===== config.mk =====
export PLATFORM = sky130hd
export DESIGN_NAME = max_pool_stream
export DESIGN_NICKNAME = d
export VERILOG_FILES = /design/src/rtl/pool_pkg.sv /design/src/rtl/pool_max2.sv /design/src/rtl/max_pool_stream.sv
export SDC_FILE = /design/constraint.sdc
export NUM_CORES = 1
export LEC_CHECK = 0
export BUFFER_PORTS_ARGS = -buffer_cell sky130_fd_sc_hd__clkbuf_2
export CELL_PAD_IN_SITES_DETAIL_PLACEMENT = 0
export CELL_PAD_IN_SITES_GLOBAL_PLACEMENT = 1
export CORE_MARGIN = 2
export CORE_UTILIZATION = 48
export CTS_CLUSTER_DIAMETER = 100
export DETAILED_ROUTE_END_ITERATION = 8
export PLACE_DENSITY_LB_ADDON = 0.1
export SLEW_MARGIN = 30
export SYNTH_ARGS = -nofsm -noshare
export SYNTH_HDL_FRONTEND = slang
export SYNTH_SLANG_ARGS = --single-unit

===== constraint.sdc =====
create_clock -name clk -period 4.35 [get_ports clk]
set_clock_uncertainty 0.15 [all_clocks]
set_input_delay 0.435 -clock clk [delete_from_list [all_inputs] [get_ports clk]]
set_output_delay 0.435 -clock clk [all_outputs]
set_load 0.01 [all_outputs]

===== src/rtl/pool_pkg.sv =====
// ---------------------------------------------------------------------------
// pool_pkg
// Shared sizing helpers for the 2x2 stride-2 max-pool stream.
//   cnt_width(n) : bits needed for a counter or index covering 0..n-1 (min 1)
//   out_dim(n)   : pooled dimension for an input dimension n (floored)
// The pooled dimensions and counter widths of max_pool_stream are derived
// from its INPUT_H / INPUT_W parameters through these functions.
// ---------------------------------------------------------------------------
package pool_pkg;

    localparam int POOL_K = 2;

    function automatic int cnt_width(input int n);
        return (n > 2) ? $clog2(n) : 1;
    endfunction

    function automatic int out_dim(input int n);
        return n / POOL_K;
    endfunction

endpackage


===== src/rtl/pool_max2.sv =====
// ---------------------------------------------------------------------------
// pool_max2
// Two-operand maximum of one channel element.
//   i_a, i_b : operands (DATA_WIDTH bits)
//   o_max    : the larger operand; equal operands return that value
// SIGNED_CMP = 1 compares as two's complement, 0 compares unsigned.
// ---------------------------------------------------------------------------
module pool_max2 #(
    parameter int DATA_WIDTH = 16,
    parameter int SIGNED_CMP = 1
) (
    input  logic [DATA_WIDTH-1:0] i_a,
    input  logic [DATA_WIDTH-1:0] i_b,
    output logic [DATA_WIDTH-1:0] o_max
);

    generate
        if (SIGNED_CMP != 0) begin : gen_signed
            assign o_max = ($signed(i_a) >= $signed(i_b)) ? i_a : i_b;
        end else begin : gen_unsigned
            assign o_max = (i_a >= i_b) ? i_a : i_b;
        end
    endgenerate

endmodule


===== src/rtl/max_pool_stream.sv =====
// ---------------------------------------------------------------------------
// max_pool_stream
// 2x2 stride-2 max pooling over a raster-order pixel stream, DEPTH channels
// per pixel word (channel 0 in the MSBs), one cycle of latency.
//   clk, rst_n           : clock, asynchronous active-low reset
//   clear                : synchronous frame abort (counters, pair, output)
//   in_valid/in_ready    : input pixel handshake, in_data one pixel
//   out_valid/out_ready  : output pooled-pixel handshake, out_data
//   frame_done           : high on the handshake of the frame's last output
//
// Handshake: a word moves on a side only in a cycle where valid and ready
// are both high; a producer holds valid and data steady until that cycle.
// in_ready = (!out_valid || out_ready) && !clear, so an input that completes
// a window can always land in the output register.
//
// Data path: the even-column pixel of each pair sits in r_pair; on the odd
// column the horizontal max is formed. Even rows store it in the line buffer
// at col/2, odd rows combine it with that entry and load the output register.
// Odd trailing rows/columns are consumed but never reach the output.
// ---------------------------------------------------------------------------
module max_pool_stream
    import pool_pkg::*;
#(
    parameter int DATA_WIDTH = 16,
    parameter int INPUT_H    = 28,
    parameter int INPUT_W    = 28,
    parameter int DEPTH      = 1,
    parameter int SIGNED_CMP = 1
) (
    input  logic                        clk,
    input  logic                        rst_n,
    input  logic                        clear,
    input  logic                        in_valid,
    output logic                        in_ready,
    input  logic [DEPTH*DATA_WIDTH-1:0] in_data,
    output logic                        out_valid,
    input  logic                        out_ready,
    output logic [DEPTH*DATA_WIDTH-1:0] out_data,
    output logic                        frame_done
);

    localparam int DW    = DEPTH * DATA_WIDTH;
    localparam int OUT_H = out_dim(INPUT_H);
    localparam int OUT_W = out_dim(INPUT_W);
    localparam int CW_R  = cnt_width(INPUT_H);
    localparam int CW_C  = cnt_width(INPUT_W);
    localparam int LB_N  = OUT_W;
    localparam int LB_AW = cnt_width(LB_N);

    localparam logic [CW_R-1:0] ROW_LAST     = CW_R'(INPUT_H - 1);
    localparam logic [CW_C-1:0] COL_LAST     = CW_C'(INPUT_W - 1);
    localparam logic [CW_R-1:0] OUT_ROW_LAST = CW_R'(2 * OUT_H - 1);
    localparam logic [CW_C-1:0] OUT_COL_LAST = CW_C'(2 * OUT_W - 1);

    logic [CW_R-1:0]  r_row;
    logic [CW_C-1:0]  r_col;
    logic [DW-1:0]    r_pair;
    logic [DW-1:0]    r_lb [LB_N];
    logic [DW-1:0]    r_out_data;
    logic             r_out_valid;
    logic             r_out_last;

    logic             w_in_fire;
    logic             w_odd_row;
    logic             w_odd_col;
    logic             w_load;
    logic             w_lb_wr;
    logic [LB_AW-1:0] w_lb_idx;
    logic [DW-1:0]    w_lb_rd;
    logic [DW-1:0]    w_max_h;
    logic [DW-1:0]    w_max_v;

    assign in_ready   = (!r_out_valid || out_ready) && !clear;
    assign w_in_fire  = in_valid && in_ready;
    assign w_odd_row  = r_row[0];
    assign w_odd_col  = r_col[0];
    assign w_load     = w_in_fire && w_odd_row && w_odd_col;
    assign w_lb_wr    = w_in_fire && !w_odd_row && w_odd_col;
    assign w_lb_idx   = LB_AW'(r_col >> 1);
    // Only consulted on odd columns, where col/2 is always inside the buffer.
    assign w_lb_rd    = r_lb[w_lb_idx];

    assign out_valid  = r_out_valid;
    assign out_data   = r_out_data;
    // The last-output tag rides with the output register; clear suppresses it.
    assign frame_done = r_out_valid && out_ready && r_out_last && !clear;

    // Two compare stages per channel: pair vs. pixel, then vs. line buffer.
    generate
        for (genvar ch = 0; ch < DEPTH; ch++) begin : gen_ch
            localparam int HI = DW - 1 - ch * DATA_WIDTH;

            pool_max2 #(
                .DATA_WIDTH (DATA_WIDTH),
                .SIGNED_CMP (SIGNED_CMP)
            ) u_max_h (
                .i_a   (r_pair[HI -: DATA_WIDTH]),
                .i_b   (in_data[HI -: DATA_WIDTH]),
                .o_max (w_max_h[HI -: DATA_WIDTH])
            );

            pool_max2 #(
                .DATA_WIDTH (DATA_WIDTH),
                .SIGNED_CMP (SIGNED_CMP)
            ) u_max_v (
                .i_a   (w_max_h[HI -: DATA_WIDTH]),
                .i_b   (w_lb_rd[HI -: DATA_WIDTH]),
                .o_max (w_max_v[HI -: DATA_WIDTH])
            );
        end
    endgenerate

    // Line buffer has no reset: every even row rewrites each entry before
    // the following odd row reads it.
    always_ff @(posedge clk) begin
        if (w_lb_wr) begin
            r_lb[w_lb_idx] <= w_max_h;
        end
    end

    always_ff @(posedge clk or negedge rst_n) begin
        if (!rst_n) begin
            r_row       <= '0;
            r_col       <= '0;
            r_pair      <= '0;
            r_out_data  <= '0;
            r_out_valid <= 1'b0;
            r_out_last  <= 1'b0;
        end else if (clear) begin
            r_row       <= '0;
            r_col       <= '0;
            r_pair      <= '0;
            r_out_valid <= 1'b0;
            r_out_last  <= 1'b0;
        end else begin
            if (w_in_fire) begin
                if (!w_odd_col) begin
                    r_pair <= in_data;
                end
                if (r_col == COL_LAST) begin
                    r_col <= '0;
                    r_row <= (r_row == ROW_LAST) ? '0 : r_row + 1'b1;
                end else begin
                    r_col <= r_col + 1'b1;
                end
            end
            // A load only happens when in_ready, i.e. the register is free
            // or being drained this cycle, so nothing pending is overwritten.
            if (w_load) begin
                r_out_valid <= 1'b1;
                r_out_data  <= w_max_v;
                r_out_last  <= (r_row == OUT_ROW_LAST) && (r_col == OUT_COL_LAST);
            end else if (out_ready) begin
                r_out_valid <= 1'b0;
            end
        end
    end

endmodule


==> results of run 1 <==
flip-flops by register name, summed over array words and instances (netlist names):
| name | flops |
|---|---|
| r_col | 5 |
| out_data | 16 |
| r_row | 5 |
| out_valid | 1 |
| r_pair | 16 |
| r_lb | 224 |
| r_out_last | 1 |
Yosys cell counts (all sizes together), types with 3 or more instances:
cell type	instances	share of area [%]
a21o	6	0.39
a21oi	43	1.9
a221o	11	0.95
buf	21	0.95
clkbuf	16	0.52
dfrtp	44	9.5
edfxtp	224	58
ha	34	3.7
inv	21	0.68
mux2	16	1.7
mux2i	34	3.0
mux4	49	9.5
nand2	46	1.5
nand2b	15	0.81
nand3	7	0.30
nand4	6	0.32
nor2	53	1.7
nor2b	3	0.16
nor3	18	0.82
o21ai	28	1.2
o31ai	5	0.32
worst reg2reg max path: stages, from the launching register on:
cell      delay (ps)
dfrtp_1          400
ha_1             310
nand2_1          130
nor3_1            90
a221oi_2         260
o211ai_1         160
mux2i_4          190
buf_12           160
buf_12           120
mux2_4           330
ha_4             290
nand2_4           50
or4_4            560
a21oi_2          120
or4_4            140
nand2_4           70
and2b_2          280
a221o_1          320
layout by cell type (no fill, tap or decap), types with 4 or more instances in the layout:
cell type    n
clkbuf_16   30
nand2_1     44
clkbuf_1     6
nand4_1      6
edfxtp_1   224
buf_4       83
nor2_1      52
a21o_1       6
nand2b_1    15
a21oi_1     38
o31ai_1      5
a221o_1     11
mux2i_1     33
clkinv_2     6
a21oi_2      5
nor3_1      13
buf_12      10
inv_1       21
nor3_2       4
nand3_1      5
clkbuf_2    39
dfrtp_1     41
o21ai_0     23
ha_1        21
mux4_2      49
clkinv_1     4
o21ai_1      4
ha_4        13
mux2_4      13
bufinv_16    5
cell families after synthesis:
group	after synthesis
compound gates	109
fa+ha+maj	34
buf+inv	58
flops	268
mux	99
simple gates	162
layer usage:
metal	global-route usage [%]	wire, um	vias to the layer above
met5	0	0	-
met4	5.70	564	0
met3	3.49	1290	39
met2	35.5	13300	174
met1	32.4	12900	3581
li1	-	-	3117
worst max path at each step:
| stage | from | to | slack [ps] |
|---|---|---|---|
| finish | r_pair[3] | out_data[3] | 90 |
| global route | r_pair[12] | out_data[3] | -20 |
| floorplan | in_data[5] | out_data[10] | 5 |
| detailed placement | in_data[3] | out_data[8] | -210 |
| CTS | r_pair[6] | out_data[4] | 2 |
| global placement | in_data[5] | out_data[8] | -130 |
through the flow:
step                utilization [%]  total power, mW  worst slack (ps)
finish                         60.2             6.17              93.1
global route                   60.2             6.39             -21.9
CTS                            58.9             6.13              1.60
detailed placement             54.5             3.63              -209
global placement               54.5             3.61              -134
floorplan                         -             3.32              5.27
repair_timing:
| action | CTS | global route |
|---|---|---|
| hold endpoints to repair | 45 | 0 |
| gates resized for setup | 7 | 38 |
| pin swaps | 2 | 12 |
| setup buffers | 1 | 5 |
| gates cloned | 1 | 1 |
| endpoints found under the setup margin | 11 | 16 |
| hold buffers | 2 | 0 |
power by group through the flow:
stage / Clock, mW / Sequential [mW] / Combinational [mW]
after global placement: 0 / 2.94 / 0.665
after global routing: 2.65 / 2.89 / 0.853
after floorplan: 0 / 2.93 / 0.388
after detailed placement: 0 / 2.94 / 0.688
after CTS: 2.54 / 2.89 / 0.706
final: 2.49 / 2.89 / 0.789
area by class of cell:
type / count / area (um^2) / area share (%)
Clock inverter: 16 / 203 / 1.43
Sequential cell: 268 / 7830 / 55.1
Clock buffer: 36 / 762 / 5.36
Inverter: 21 / 78.8 / 0.554
Multi-Input combinational cell: 405 / 3870 / 27.2
Tap cell: 319 / 399 / 2.81
Timing Repair Buffer: 136 / 1070 / 7.56
==> results.yml, run 1 <==
run_status:
  outcome: "finished clean"
worst_setup_path:
  crit_family: "simple AND/OR/NAND/NOR gates"
  worstPathMaxFanout: 8
  critPathKind: "register to register"
  rrSetupSlack_ps: 90
  ff2ff_path_depth: 17
  r2r_end: "out_data[3]"
  endpoint_kind: "register"
  cp_num_buf_inv: 2
  worst_path_max_delay_cell: "or4_4"
  worstReg2RegStart: "r_pair[3]"
  worstPathRequired_ps: 4620
  cp.depth: 17
  cp.arrival_ps: 4530
  crit_chain: "ha_1 > nand2_1 > nor3_1 > a221oi_2 > o211ai_1 > mux2i_4 > buf_12 > buf_12 > mux2_4 > ha_4 > nand2_4 > or4_4 > a21oi_2 > or4_4 > nand2_4 > and2b_2 > a221o_1"
  start_kind: "register"
  cpPeakStageDelay_ps: 560
clocking:
  cts_tree: "done"
  cts.sink_count: 268
  cts_inserted_buffers: 28
  clkTransAtPathRegs_ps: 60
  cts_max_path_buffers: 3
  cts-root-buf: "clkbuf_16"
  clk_latency_ps: 540
  htree_num_levels: 1
worst_hold_path:
  min_to: "r_pair[12]"
  hold_depth: 4
  hp-class: "input port to register"
  min-delay-start: "in_data[12]"
sta:
  tightest_slew_ps: 832
  min_period_over_period_pct: 97.9
  holdWs_ps: 60.1
  fin_crit_ps: 4260
  max-slew-margin-rel_pct: 44.4
  setup_viol: 0
  fmax_ghz: 0.235
  final-hold-violation-count: 0
  tns_ps: 0
  slew_violations: 0
  rsz0062_at_grt: "yes"
placed_design:
  dpl.cell_count: 1139
  routabilityCongestion: 0.808
  hpwl_mm: 18.3
  placed_area_um2: 12900
  port-buffer-count: 39
die:
  rows: 56
  die_w_um: 159
  start_util_pct: 49.1
  ios: 40
  die-area_um2: 25400
  core_um2: 23600
  fp.dieH_um: 159
synth:
  yosys-mux-area-fraction_pct: 14.2
  netlist-cell-type-count: 50
  synth_compound_area_share_pct: 5.92
  synth-async-reset-ratio_pct: 16.4
  seq_area_frac_synth_pct: 67.5
  synth_top_family_by_area: "multiplexers"
  synthCells: 730
  yosys_register_bits: 268
  synth_nets: 785
  yosys_warnings: 0
  synth_area_per_cell_um2: 15.9
  synth_area_um2: 11600
  synthAdderAreaFrac_pct: 3.67
  synthXorXnorAreaFrac_pct: 0
  synth-simple-area-share_pct: 6.55
  ys.flop_type: "edfxtp_1"
  synth_edf_count: 224
power:
  combinationalPowerShare_pct: 12.8
  leakage_nw: 5.21
  ir_worst_vdd_mv: 0.364
  p_int_mw: 4.76
  p_sw_mw: 1.41
  power_density_nw_per_um2: 434
  seq_power_share_pct: 46.8
  power_frac_clock_pct: 40.4
  swShare_pct: 22.8
final_layout:
  syn_to_final_growth_pct: 22.6
  fill_cells: 1833
  final_net_count: 915
  layout.cells.non_filler: 1201
  antenna_cells: 0
  final_area_um2: 14200
  drive_above_1_share_pct: 32.7
global_route:
  antenna_found_initial: 0
  grt_pass1_vias: 6961
  grt_max_degree: 45
  grt_pass1_wl_mm: 42.6
  overflow: 0
  grtUsageTotal_pct: 22.3
routing:
  dr.pass1.iters: 4
  drt_iter0_markers: 501
  antenna_left: 0
  avgViaCountPerCell: 5.75
  wl_mm: 28.1
  drc_errors: 0
  wire_per_inst_um: 23.4
  dr_total_vias: 6911
job:
  cap_violations: 0
Note: power is estimated with default switching activity, not from simulation.
==> run 2, diff against run 1 <==
Settings changed: CAP_MARGIN set to 20, REMOVE_ABC_BUFFERS set to 1.
==> run 2 against run 1 <==
Against the previous run: critical path type unchanged; the run now ends with setup timing left; first-iteration DRC count up 9.4%; flip-flop and latch count stayed put; largest cell class unchanged; critical endpoint is now out_data[6]; clock power shrank 4%.
==> results.yml, run 2 (synthesized netlist as in run 1, its figures left out) <==
routing:
  avgViaCountPerCell: 5.71
  antenna_left: 0
  dr.pass1.iters: 5
  drt_iter0_markers: 548
  drc_errors: 0
  dr_total_vias: 6923
  wire_per_inst_um: 23.0
  wl_mm: 27.9
sta:
  min_period_over_period_pct: 100
  tns_ps: -26.5
  tightest_slew_ps: 867
  worst_slack_ps: -20.9
  fmax_ghz: 0.229
  setup_viol: 2
  rsz0062_at_grt: "yes"
  max-slew-margin-rel_pct: 42.2
  fin_crit_ps: 4370
  slew_violations: 0
  final-hold-violation-count: 0
final_layout:
  largest_reg_flops: 224
  drive_above_1_share_pct: 34.3
  final_net_count: 930
  largest-register: "r_lb"
  most-common-layout-cells: "edfxtp_1, buf_4, nor2_1, mux4_2, nand2_1"
  multiInputGateArea_um2: 3900
  seqCellArea_um2: 7840
  fill_cells: 1802
  syn_to_final_growth_pct: 23.8
  antenna_cells: 0
  layout_commonest_cell: "edfxtp_1"
  final_area_um2: 14400
global_route:
  grt_max_degree: 45
  grtUsageTotal_pct: 21.7
  grt_pass1_wl_mm: 41.8
  antenna_found_initial: 0
  grt_pass1_vias: 6925
  overflow: 0
placed_design:
  routabilityCongestion: 0.856
  placed_area_um2: 12800
  port-buffer-count: 39
  pre_cts_slack_ps: -342
  hpwl_mm: 18.2
clocking:
  cts_inserted_buffers: 29
  cts.sink_count: 268
  clkTransAtPathRegs_ps: 60
  htree_num_levels: 1
  cts-root-buf: "clkbuf_16"
  cts_tree: "done"
  cts_max_path_buffers: 3
  clk_latency_ps: 540
run_status:
  violations: "setup timing"
  outcome: "finished with violations"
worst_setup_path:
  cp.arrival_ps: 4620
  worstPathRequired_ps: 4600
  start_kind: "register"
  endpoint_kind: "register"
  critPathKind: "register to register"
  worstPathMaxFanout: 8
job:
  cap_violations: 0
power:
  ir_worst_vdd_mv: 0.294
  leakage_nw: 5.24
  power_density_nw_per_um2: 423
die:
  start_util_pct: 49.1
  ios: 40
  rows: 56
  core_um2: 23600
  fp.dieH_um: 159
  die-area_um2: 25400
  die_w_um: 159
worst_hold_path:
  hp-class: "input port to register"
## run 2: metrics by stage
stage	instances	power (mW)	hold slack (ps)	util (%)
floorplan	693	3.30	-10.6	-
global placement	1133	3.55	357	54.1
detailed placement	1133	3.57	354	54.1
CTS	1195	5.99	41.7	58.9
global route	1213	6.29	88.0	60.8
finish	1213	6.07	62.3	60.8
## run 2: power breakdown
group | switching [mW] | internal [mW]
clock network | 0.972 | 1.41
registers | 0.0221 | 2.87
logic | 0.415 | 0.380
## run 2: layer usage
layer | wire length, um | GRT usage [%] | vias to the layer above
li1 | - | - | 3132
met1 | 12300 | 31.3 | 3561
met2 | 13700 | 35.6 | 187
met3 | 1390 | 2.76 | 43
met4 | 547 | 5.33 | 0
met5 | 0 | 0 | -
## run 2: cell type report
cell class,count,share of cell area [%]
tap,319,2.78
multi-input combinational,405,27.2
clock inverter,16,1.19
sequential,268,54.6
clock buffer,34,5.25
inverter,21,0.549
timing repair buffer,150,8.47
## run 2: worst max-delay path, stage by stage (launching register included)
cell	delay [ps]
dfrtp_2	440
ha_4	280
nand4_1	130
buf_4	160
buf_4	120
buf_4	120
o211ai_1	170
mux2i_2	120
buf_6	140
buf_12	120
buf_6	100
mux2_4	320
ha_4	220
and2_4	160
o21ai_2	50
buf_6	130
a31oi_4	110
o41ai_4	500
nand2_8	110
and2b_4	230
a221o_1	350
## run 2: final timing paths
check	from	to	slack [ps]	depth (start not counted)
worst max-delay path	r_pair[15]	out_data[6]	-20	20
worst min-delay path	in_data[13]	r_pair[13]	60	4
worst max register to register	r_pair[15]	out_data[6]	-20	20
worst min register to register	r_out_last	r_out_last	380	2
max in group asynchronous	rst_n	r_col[1]	3190	3
min in group asynchronous	rst_n	r_row[1]	390	3
## run 2: what timing repair did
item,4_1_cts,5_1_grt
cloned,1,1
setup buffers,8,17
resized for setup,18,47
pin swaps,6,24
hold buffers,3,0
hold endpoints to repair,46,0
setup endpoints to repair,13,16
